===== config.mk =====
export PLATFORM = sky130hd
export DESIGN_NAME = mcu_seq_gen_flat
export DESIGN_NICKNAME = d
export VERILOG_FILES = /design/src/rtl/mcu_pkg.sv /design/src/rtl/mcu_seq_gen_if.sv /design/src/rtl/mcu_seq_gen_col_addr_cnt.sv /design/src/rtl/mcu_seq_gen.sv /design/src/flat_wrapper.sv
export SDC_FILE = /design/constraint.sdc
export NUM_CORES = 1
export LEC_CHECK = 0
export BUFFER_PORTS_ARGS = -buffer_cell sky130_fd_sc_hd__clkbuf_2
export CORE_ASPECT_RATIO = 0.8
export CORE_MARGIN = 2
export CORE_UTILIZATION = 30
export CTS_CLUSTER_DIAMETER = 60
export DETAILED_ROUTE_END_ITERATION = 6
export HOLD_SLACK_MARGIN = 0.06
export PLACE_DENSITY = 0.5
export RECOVER_POWER = 50
export SETUP_SLACK_MARGIN = 0.02
export SLEW_MARGIN = 10
export SYNTH_ARGS = -nofsm -noshare
export SYNTH_HDL_FRONTEND = slang
export SYNTH_SLANG_ARGS = --single-unit

===== constraint.sdc =====
create_clock -name clk -period 2.2 [get_ports clk]
set_input_delay 0.44 -clock clk [delete_from_list [all_inputs] [get_ports clk]]
set_output_delay 0.44 -clock clk [all_outputs]
set_load 0.05 [all_outputs]

===== src/rtl/mcu_pkg.sv =====
// Shared definitions for the conv memory-control path:
// phase codes, host opcodes and small elaboration helpers.
package mcu_pkg;

  localparam logic [1:0] LOAD = 2'b00;
  localparam logic [1:0] PROC = 2'b01;
  localparam logic [1:0] OUT  = 2'b10;

  localparam logic [1:0] CMD_LOAD = 2'b00;
  localparam logic [1:0] CMD_PROC = 2'b01;
  localparam logic [1:0] CMD_OUT  = 2'b10;

  function automatic int clog2(input int v);
    int r;
    r = 0;
    while ((1 << r) < v) r++;
    return r;
  endfunction

  function automatic logic [1:0] next_phase(input logic [1:0] p);
    logic [1:0] n;
    n = LOAD;
    unique case (p)
      LOAD:    n = PROC;
      PROC:    n = OUT;
      default: n = LOAD;
    endcase
    return n;
  endfunction

endpackage


===== src/rtl/mcu_seq_gen_if.sv =====
// Host command handshake bundle for the
// convolution sequencer.
interface mcu_seq_gen_if #(
  parameter int NB_ADDR = 10
);
  logic               i_cmd_valid;
  logic [1:0]         i_cmd;
  logic [NB_ADDR-1:0] i_cmd_arg;
  logic               o_cmd_ready;

  modport master (
    output i_cmd_valid,
    output i_cmd,
    output i_cmd_arg,
    input  o_cmd_ready
  );

  modport slave (
    input  i_cmd_valid,
    input  i_cmd,
    input  i_cmd_arg,
    output o_cmd_ready
  );
endinterface


===== src/rtl/mcu_seq_gen_col_addr_cnt.sv =====
// Intra-column address counter with IMG_H wrap
// plus completed-column count.
module col_addr_cnt #(
  parameter int IMG_H   = 480,
  parameter int NB_ADDR = 10
) (
  input  logic               clk,
  input  logic               rst,
  input  logic               clear_i,
  input  logic               step_i,
  input  logic [NB_ADDR-1:0] arg_i,
  output logic [NB_ADDR-1:0] addr_o,
  output logic               eoc_o,
  output logic               last_col_o
);

  logic [NB_ADDR-1:0] addr_q, addr_d;
  logic [NB_ADDR-1:0] col_q, col_d;
  logic [NB_ADDR:0]   col_nx;

  assign eoc_o  = (addr_q == NB_ADDR'(IMG_H - 1));
  assign col_nx = {1'b0, col_q} + (NB_ADDR+1)'(1);
  // The column now finishing is the last one requested
  assign last_col_o = (col_nx >= {1'b0, arg_i});
  assign addr_o = addr_q;

  always_comb begin
    addr_d = addr_q;
    col_d  = col_q;
    if (clear_i) begin
      addr_d = '0;
      col_d  = '0;
    end else if (step_i) begin
      if (eoc_o) begin
        addr_d = '0;
        col_d  = col_q + 1'b1;
      end else begin
        addr_d = addr_q + 1'b1;
      end
    end
  end

  always_ff @(posedge clk) begin
    if (rst) begin
      addr_q <= '0;
      col_q  <= '0;
    end else begin
      addr_q <= addr_d;
      col_q  <= col_d;
    end
  end

endmodule


===== src/rtl/mcu_seq_gen.sv =====
// Host sequencer enforcing LOAD->PROC->OUT order and
// driving phase, column-change and address lines.
module mcu_seq_gen
  import mcu_pkg::*;
#(
  parameter int N       = 2,
  parameter int IMG_H   = 480,
  parameter int NB_ADDR = 10
) (
  input  logic               clk,
  input  logic               rst,
  mcu_seq_gen_if.slave       cmd_if,
  input  logic               i_data_valid,
  input  logic               i_out_ready,
  output logic               o_sop,
  output logic               o_eop,
  output logic               o_chblk,
  output logic [NB_ADDR-1:0] o_addr,
  output logic               o_beat,
  output logic               o_busy,
  output logic               o_done,
  output logic               o_err
);

  localparam logic [0:0] S_IDLE = 1'b0;
  localparam logic [0:0] S_RUN  = 1'b1;

  if (IMG_H < 2 || clog2(IMG_H) > NB_ADDR || N < 1) begin : g_bad_cfg
    $error("mcu_seq_gen: illegal IMG_H/NB_ADDR/N");
  end

  logic [0:0]         state_q, state_d;
  logic [1:0]         phase_q, phase_d;
  logic [1:0]         expect_q, expect_d;
  logic [NB_ADDR-1:0] arg_q, arg_d;
  logic               chblk_q, chblk_d;
  logic               done_q, done_d;
  logic               err_q, err_d;

  logic busy, hs, legal, accept;
  logic beat, eoc, last_col, col_end, last;

  assign busy = (state_q == S_RUN);
  assign cmd_if.o_cmd_ready = !busy;

  assign hs    = cmd_if.i_cmd_valid && !busy;
  assign legal = (cmd_if.i_cmd == expect_q) &&
                 (cmd_if.i_cmd == CMD_PROC ||
                  cmd_if.i_cmd_arg != '0);
  assign accept = hs && legal;

  always_comb begin
    beat = 1'b0;
    if (busy) begin
      unique case (phase_q)
        LOAD:    beat = i_data_valid;
        PROC:    beat = 1'b1;
        OUT:     beat = i_out_ready;
        default: beat = 1'b0;
      endcase
    end
  end

  col_addr_cnt #(
    .IMG_H   (IMG_H),
    .NB_ADDR (NB_ADDR)
  ) u_cnt (
    .clk        (clk),
    .rst        (rst),
    .clear_i    (accept),
    .step_i     (beat),
    .arg_i      (arg_q),
    .addr_o     (o_addr),
    .eoc_o      (eoc),
    .last_col_o (last_col)
  );

  assign col_end = beat && eoc;
  assign last    = col_end &&
                   (phase_q == PROC || last_col);

  always_comb begin
    state_d  = state_q;
    phase_d  = phase_q;
    expect_d = expect_q;
    arg_d    = arg_q;
    err_d    = err_q;
    // Final column gets no strobe: downstream steps on phase entry
    chblk_d  = col_end && !last;
    done_d   = last;
    if (accept) begin
      state_d  = S_RUN;
      phase_d  = cmd_if.i_cmd;
      expect_d = next_phase(cmd_if.i_cmd);
      arg_d    = cmd_if.i_cmd_arg;
    end else if (hs) begin
      err_d = 1'b1;
    end
    if (last) state_d = S_IDLE;
  end

  always_ff @(posedge clk) begin
    if (rst) begin
      state_q  <= S_IDLE;
      phase_q  <= LOAD;
      expect_q <= LOAD;
      arg_q    <= '0;
      chblk_q  <= 1'b0;
      done_q   <= 1'b0;
      err_q    <= 1'b0;
    end else begin
      state_q  <= state_d;
      phase_q  <= phase_d;
      expect_q <= expect_d;
      arg_q    <= arg_d;
      chblk_q  <= chblk_d;
      done_q   <= done_d;
      err_q    <= err_d;
    end
  end

  assign o_sop   = phase_q[0];
  assign o_eop   = phase_q[1];
  assign o_chblk = chblk_q;
  assign o_beat  = beat;
  assign o_busy  = busy;
  assign o_done  = done_q;
  assign o_err   = err_q;

endmodule


===== src/flat_wrapper.sv =====
// flat-port wrapper written by rule: the top's interface ports become plain ports
module mcu_seq_gen_flat import mcu_pkg::*;
#(
  parameter int N       = 2,
  parameter int IMG_H   = 480,
  parameter int NB_ADDR = 10
)
  (clk, rst, i_data_valid, i_out_ready, o_sop, o_eop, o_chblk, o_addr, o_beat, o_busy, o_done, o_err, cmd_if_i_cmd_valid, cmd_if_i_cmd, cmd_if_i_cmd_arg, cmd_if_o_cmd_ready);
  mcu_seq_gen_if #(.NB_ADDR(NB_ADDR)) cmd_if_i ();
  input  logic clk;
  input  logic rst;
  input  logic i_data_valid;
  input  logic i_out_ready;
  output logic o_sop;
  output logic o_eop;
  output logic o_chblk;
  output logic [NB_ADDR-1:0] o_addr;
  output logic o_beat;
  output logic o_busy;
  output logic o_done;
  output logic o_err;
  input wire logic [$bits(cmd_if_i.i_cmd_valid)-1:0] cmd_if_i_cmd_valid;
  input wire logic [$bits(cmd_if_i.i_cmd)-1:0] cmd_if_i_cmd;
  input wire logic [$bits(cmd_if_i.i_cmd_arg)-1:0] cmd_if_i_cmd_arg;
  output wire logic [$bits(cmd_if_i.o_cmd_ready)-1:0] cmd_if_o_cmd_ready;
  assign cmd_if_i.i_cmd_valid = cmd_if_i_cmd_valid;
  assign cmd_if_i.i_cmd = cmd_if_i_cmd;
  assign cmd_if_i.i_cmd_arg = cmd_if_i_cmd_arg;
  assign cmd_if_o_cmd_ready = cmd_if_i.o_cmd_ready;
  mcu_seq_gen #(.N(N), .IMG_H(IMG_H), .NB_ADDR(NB_ADDR)) u_core (.clk(clk), .rst(rst), .cmd_if(cmd_if_i), .i_data_valid(i_data_valid), .i_out_ready(i_out_ready), .o_sop(o_sop), .o_eop(o_eop), .o_chblk(o_chblk), .o_addr(o_addr), .o_beat(o_beat), .o_busy(o_busy), .o_done(o_done), .o_err(o_err));
endmodule

# ---- After elaboration in Yosys (flattened, before gate mapping)
# Index checks and enable logic that the tools add are counted.
dict set report word_totals {
  ff_bits 38
  input_bits 17
  elab_cells 40
  output_inout_bits 18
}
dict set report op_classes {
  n_mux 4
  add_sub_neg 3
  eq_ne 5
  magnitude_cmp 1
  n_reduce_logical 17
  n_bitwise 1
}
# op count
set ops {}
lappend ops {{$add 10x1->10 const B} 2}
lappend ops {{$add 10x1->11 const B} 1}
lappend ops {{$ge 11x10->1} 1}
lappend ops {{$eq 10x9->1 const B} 1}
lappend ops {{$mux 10} 1}
lappend ops {{$reduce_bool 10->1} 1}
lappend ops {{$logic_and 1x1->1} 6}
lappend ops {{$eq 2x1->1 const B} 2}
lappend ops {{$logic_not 2->1} 2}
lappend ops {{$pmux 2 s2} 1}
lappend ops {{$reduce_and 2->1} 2}
lappend ops {{$reduce_or 2->1} 2}
lappend ops {{$pmux 1 s3} 1}
lappend ops {{$eq 2x2->1} 1}
lappend ops {{$eq 2x2->1 const B} 1}
lappend ops {{$logic_not 1->1} 2}
lappend ops {{$logic_or 1x1->1} 2}
lappend ops {{$mux 1} 1}
lappend ops {{$not 1->1} 1}

# ---- Depth between registers and ports, before layout
dict set report logic_depth {
  ltp_word 7
  mapped_depth 10
  ltp_nobuf 10
}

# ---- Modules after synthesis
# Synthesis repeated with hierarchy kept, for this count alone.
dict set report hier_totals {
  hier_cells 243
  hier_area_um2 2025.7
}
# module instances area_per_inst_um2 cells_each seq_area_each_um2
set modules_own_cells {}
lappend modules_own_cells {col_addr_cnt 1 1273.7 151 400.4}
lappend modules_own_cells {mcu_seq_gen 1 752.0 92 360.3}

# ---- Least setup slack after synthesis
# OpenSTA, ideal clock, no wires.
dict set report synth_path {
  path_kind {flip-flop to flip-flop}
  startpoint {reg u_core.state_q (netlist: u_core.o_busy)}
  endpoint {reg u_core.u_cnt.addr_q[2] (netlist: u_core.u_cnt.addr_o[2])}
  arrival_time_ps 2743
  setup_time_ps 65
  stages_incl_launch_ff 6
  synth_period_minus_slack_ps 2808
  path_slack_ps -608
  cell_sequence {dfxtp_1 clkinv_1 a21oi_1 nand2_1 xor2_1 nor2_1}
}
dict set report synth_between {
  elab_chain_cells 4
}
# item line
set synth_lines {}
lappend synth_lines {{start, declared} mcu_seq_gen.sv:32} ;# logic [0:0] state_q, state_d;
lappend synth_lines {{start signal, assigned} mcu_seq_gen.sv:112} ;# state_q <= state_d;
lappend synth_lines {{$logic_not 1->1} --}
lappend synth_lines {{net cmd_if_o_cmd_ready} flat_wrapper.sv:25} ;# output wire logic [$bits(cmd_if_i.o_cmd_ready)-1:0] cmd_if_o_cmd_ready;
lappend synth_lines {{$logic_and 1x1->1} mcu_seq_gen.sv:46} ;# assign hs = cmd_if.i_cmd_valid && !busy;
lappend synth_lines {{$logic_and 1x1->1} mcu_seq_gen.sv:50} ;# assign accept = hs && legal;
lappend synth_lines {{$reduce_or 2->1 (no line)} --}
lappend synth_lines {{end signal, assigned} mcu_seq_gen_col_addr_cnt.sv:48} ;# addr_q <= addr_d;
lappend synth_lines {{end, declared} mcu_seq_gen_col_addr_cnt.sv:17} ;# logic [NB_ADDR-1:0] addr_q, addr_d;
# The timed path passes the listed nets, and every way through them passes these cells.
# A chain may end at the register's enable or synchronous reset.

# ---- Final worst setup path
dict set report layout_path {
  startpoint {reg u_core.u_cnt.col_q[0]}
  endpoint {reg u_core.state_q (netlist: u_core.o_busy)}
}
dict set report layout_between {
  elab_chain_cells 5
}
# item line
set layout_lines {}
lappend layout_lines {{start, declared} mcu_seq_gen_col_addr_cnt.sv:18} ;# logic [NB_ADDR-1:0] col_q, col_d;
lappend layout_lines {{start signal, assigned} mcu_seq_gen_col_addr_cnt.sv:49} ;# col_q <= col_d;
lappend layout_lines {{$add 10x1->11} mcu_seq_gen_col_addr_cnt.sv:22} ;# assign col_nx = {1'b0, col_q} + (NB_ADDR+1)'(1);
lappend layout_lines {{net u_core.u_cnt.col_nx[4]} mcu_seq_gen_col_addr_cnt.sv:19} ;# logic [NB_ADDR:0] col_nx;
lappend layout_lines {{$ge 11x10->1} mcu_seq_gen_col_addr_cnt.sv:24} ;# assign last_col_o = (col_nx >= {1'b0, arg_i});
lappend layout_lines {{$logic_or 1x1->1} mcu_seq_gen.sv:80} ;# (phase_q == PROC || last_col);
lappend layout_lines {{$logic_and 1x1->1} mcu_seq_gen.sv:79} ;# assign last = col_end &&
lappend layout_lines {{$reduce_or 2->1 (no line)} --}
# The timed path passes the listed nets, and every way through them passes these cells.

==> impl_metrics.tcl <==
set metrics [dict create \
    run_status "complete, no violations" \
    setup-tns-final_ns 0 \
    synth_commonest_cells "38 x sky130_fd_sc_hd__dfxtp_1, 35 x sky130_fd_sc_hd__nor2_1, 18 x sky130_fd_sc_hd__nand2_1" \
    yosys_warns 0 \
    timing.final.crit_share 0.954 \
    report.final.setup_viol 0 \
    initial_core_util 0.309 \
    slowest_delay_ns 0.39 \
    path_cells "ha_4 -> nand3_4 -> buf_4 -> xnor2_1 -> ha_1 -> a21oi_1 -> o21ai_0 -> a21oi_1 -> o21ai_2 -> a221oi_2" \
    num_io_pins 35 \
    ys_seq_elements 38 \
    critical_path.most_common_cell "sky130_fd_sc_hd__a21oi_1" \
    drc 0 \
    worst_r2r_path_depth 10 \
    first_global_vias 1591 \
    cts-root-to-sink-buffers 2 \
    cellPowerDensity_nw_per_um2 607 \
    synth.yosys.seq_area_share 0.386 \
    timing.fmax_mhz 476 \
    critical_path.startpoint_type "register" \
    syn-num-nets 258 \
    finalHoldViolCount 0 \
    drv.max_cap_violation_count 0 \
    placement.io_buffers 34 \
    ys.flop_type "sky130_fd_sc_hd__dfxtp_1" \
    std_cell_core_area_um2 6380 \
    drt-initial-drc-count 33 \
    worstPathArrival_ns 2.31 \
    timing.critical_path.fanout_max 4 \
    die_h_um 76.5 \
    synth_most_common_cell "sky130_fd_sc_hd__dfxtp_1" \
    timing_worst_slew_pin_value_ns 0.596 \
    non_filler_instance_count_after_layout 370 \
    dr_total_vias 1684 \
    num-nets-final 314 \
    gp_congestion 0.771 \
    placed_cell_area_um2 2380 \
    detail_route.wirelength_um 4560 \
    finalClockSkew_ns 0.00443 \
    fin_worst_hold_slack_ns 0.406 \
    timing.final.ws_setup_ns 0.101 \
    irDropWorstVdd_mv 0.360 \
    clock_tree.root_cell "sky130_fd_sc_hd__clkbuf_8" \
    combinational_family_with_the_most_area_after_synthesis "simple AND/OR/NAND/NOR gates" \
    hpwl_um 3370 \
    worstSetupEndpointType "register" \
    number_of_core_rows 26 \
    pre_cts_slack_ns -0.156 \
    synthMuxAreaShare 0.0659 \
    dpl.cell_count 361 \
    yosys.cell_types.count 38 \
    synth_simple_gate_area_share 0.251 \
    netlist.area_leader.share 0.386 \
    whs_path_depth 3 \
    avgRoutedWirePerCell_um 12.3 \
    yosys.area_share.adder 0.0761 \
    rsz0062_at_grt "no" \
    synth-async-reset-ratio 0 \
    clk_pin_slew_ns 0.08 \
    numClockSinks 38 \
    num-fill-cells 683 \
    die_ar_um2 7250 \
    synthesis.instances 229 \
    yosys.area_share.xor_xnor 0.115 \
    syn_area_per_cell_um2 8.62 \
    areaGrowthSynthToFinish_pct 32.4 \
    tmin_final_ns 2.10 \
    synth_top_cells_by_area "sky130_fd_sc_hd__dfxtp_1 39%, sky130_fd_sc_hd__ha_1 7.6%, sky130_fd_sc_hd__nor2_1 6.7%" \
    grt_remaining_overflow 0 \
    clock_tree_from_tritoncts "yes" \
    ctsHtreeMaxLevel 2 \
    n_antenna_cell 0 \
    grt_start_max_net_pins 18 \
    slew_violations 0 \
    die_w_um 94.7 \
    detailedRoute.firstPassIterationCount 4 \
    antenna_found_initial 0 \
    holdCritPathClass "in2reg" \
    clk_latency_ns 0.29 \
    cts_inserted_buffers 5 \
    drtAntennaViolNets 0 \
    timing.max_slew.rel_slack 0.604 \
    vias_per_cell 4.55 \
    post_synth_instance_area_um2 1970 \
    globalRouteTotalUtil 0.132 \
    drive_gt1_frac 0.245 \
    yosysTopAreaCell "sky130_fd_sc_hd__dfxtp_1" \
    worst-endpoint-required_ns 2.41 \
    stdcell_area_um2 2610 \
    leakagePower_nw 1.12 \
    grt_first_pass_wirelength_um 7610 \
    synth-compound-area-share 0.0666 \
    postCtsHoldBufs 0 \
    count_of_flip_flops_with_a_built_in_enable_after_synthesis 0 \
    timing.critical_path.slowest_stage_cell "sky130_fd_sc_hd__dfxtp_4" \
    setup.worst_path.class "reg2reg" \
]
==> final timing paths <==
check / from / endpoint / slack [ns]
setup reg to reg: u_core.u_cnt.col_q[0] / u_core.o_busy / 0.10
hold reg to reg: u_core.expect_q[0] / u_core.expect_q[0] / 0.47
setup / recovery: u_core.u_cnt.col_q[0] / u_core.o_busy / 0.10
hold / removal: cmd_if_i_cmd_arg[7] / u_core.arg_q[7] / 0.41
==> registers in the layout, indices dropped and copies added (netlist names) <==
signal and cells:
u_core.arg_q 10, u_core.u_cnt.addr_o 10, u_core.u_cnt.col_q 10, u_core.expect_q 2, u_core.phase_q 2, u_core.o_busy 1
u_core.o_chblk 1, u_core.o_done 1, u_core.o_err 1
==> per-layer routing <==
layer  wire [um]  GRT usage  up-vias
met5           0          0        -
met4          36     0.0348        0
met3         153     0.0326        6
met2        1910      0.182       26
met1        2460      0.200      759
li1            -          -      893
==> per-stage QoR <==
step / power [W] / util
after global placement: 0.000862 / 0.373
after floorplan: 0.000817 / -
after CTS: 0.00162 / 0.400
after global routing: 0.00166 / 0.410
final: 0.00159 / 0.410
after detailed placement: 0.000863 / 0.373
==> critical path, delay by kind of cell (launching register included) <==
family	cells	cell delay, ns
XOR/XNOR	1	0.11
AND/OR/NAND/NOR	1	0.11
adder cells (fa/ha/maj)	2	0.46
buffers and inverters	1	0.15
flip-flops	1	0.39
AO/OA/AOI/OAI	5	0.77
==> where the power goes <==
group          total [W]  leakage (nW)  internal, W  switching [W]
Clock           0.000743        0.0714     0.000484       0.000260
Sequential      0.000705         0.310     0.000696     0.00000813
Combinational   0.000138         0.743    0.0000467      0.0000912
Total            0.00159          1.12      0.00123       0.000359
==> cells in the final DEF, fill, tap and decap left out, drive strengths merged, types with 2 or more instances in the layout <==
cell type	instances
a211oi	2
a21oi	12
and3	5
buf	17
bufinv	2
clkbuf	44
dfxtp	38
ha	12
inv	11
mux2i	13
nand2	19
nand2b	2
nand3	17
nand3b	2
nand4	2
nor2	36
nor3	6
nor4	3
o21ai	5
or3	3
xnor2	11
xor2	15
==> final cells by class <==
cell class | count | area, um2 | share of cell area
repair buffers | 55 | 293 | 0.112
inverters | 12 | 46.3 | 0.0177
flip-flops and latches | 38 | 773 | 0.296
well taps | 84 | 105 | 0.0402
clock inverters | 2 | 60.1 | 0.0230
multi-input cells | 173 | 1250 | 0.479
clock buffers | 6 | 82.6 | 0.0316
==> cells by family after synthesis <==
group / after synthesis
mux: 13
compound gates: 23
flops: 38
fa+ha+maj: 12
xor+xnor: 26
simple gates: 99
buf+inv: 18
==> timing repair <==
action	4_1_cts	5_1_grt
gates resized for setup	10	17
endpoints found under the setup margin	3	3
cloned	0	0
setup buffers	0	1
pin swaps	2	2
(Power assumes the default switching activity.)
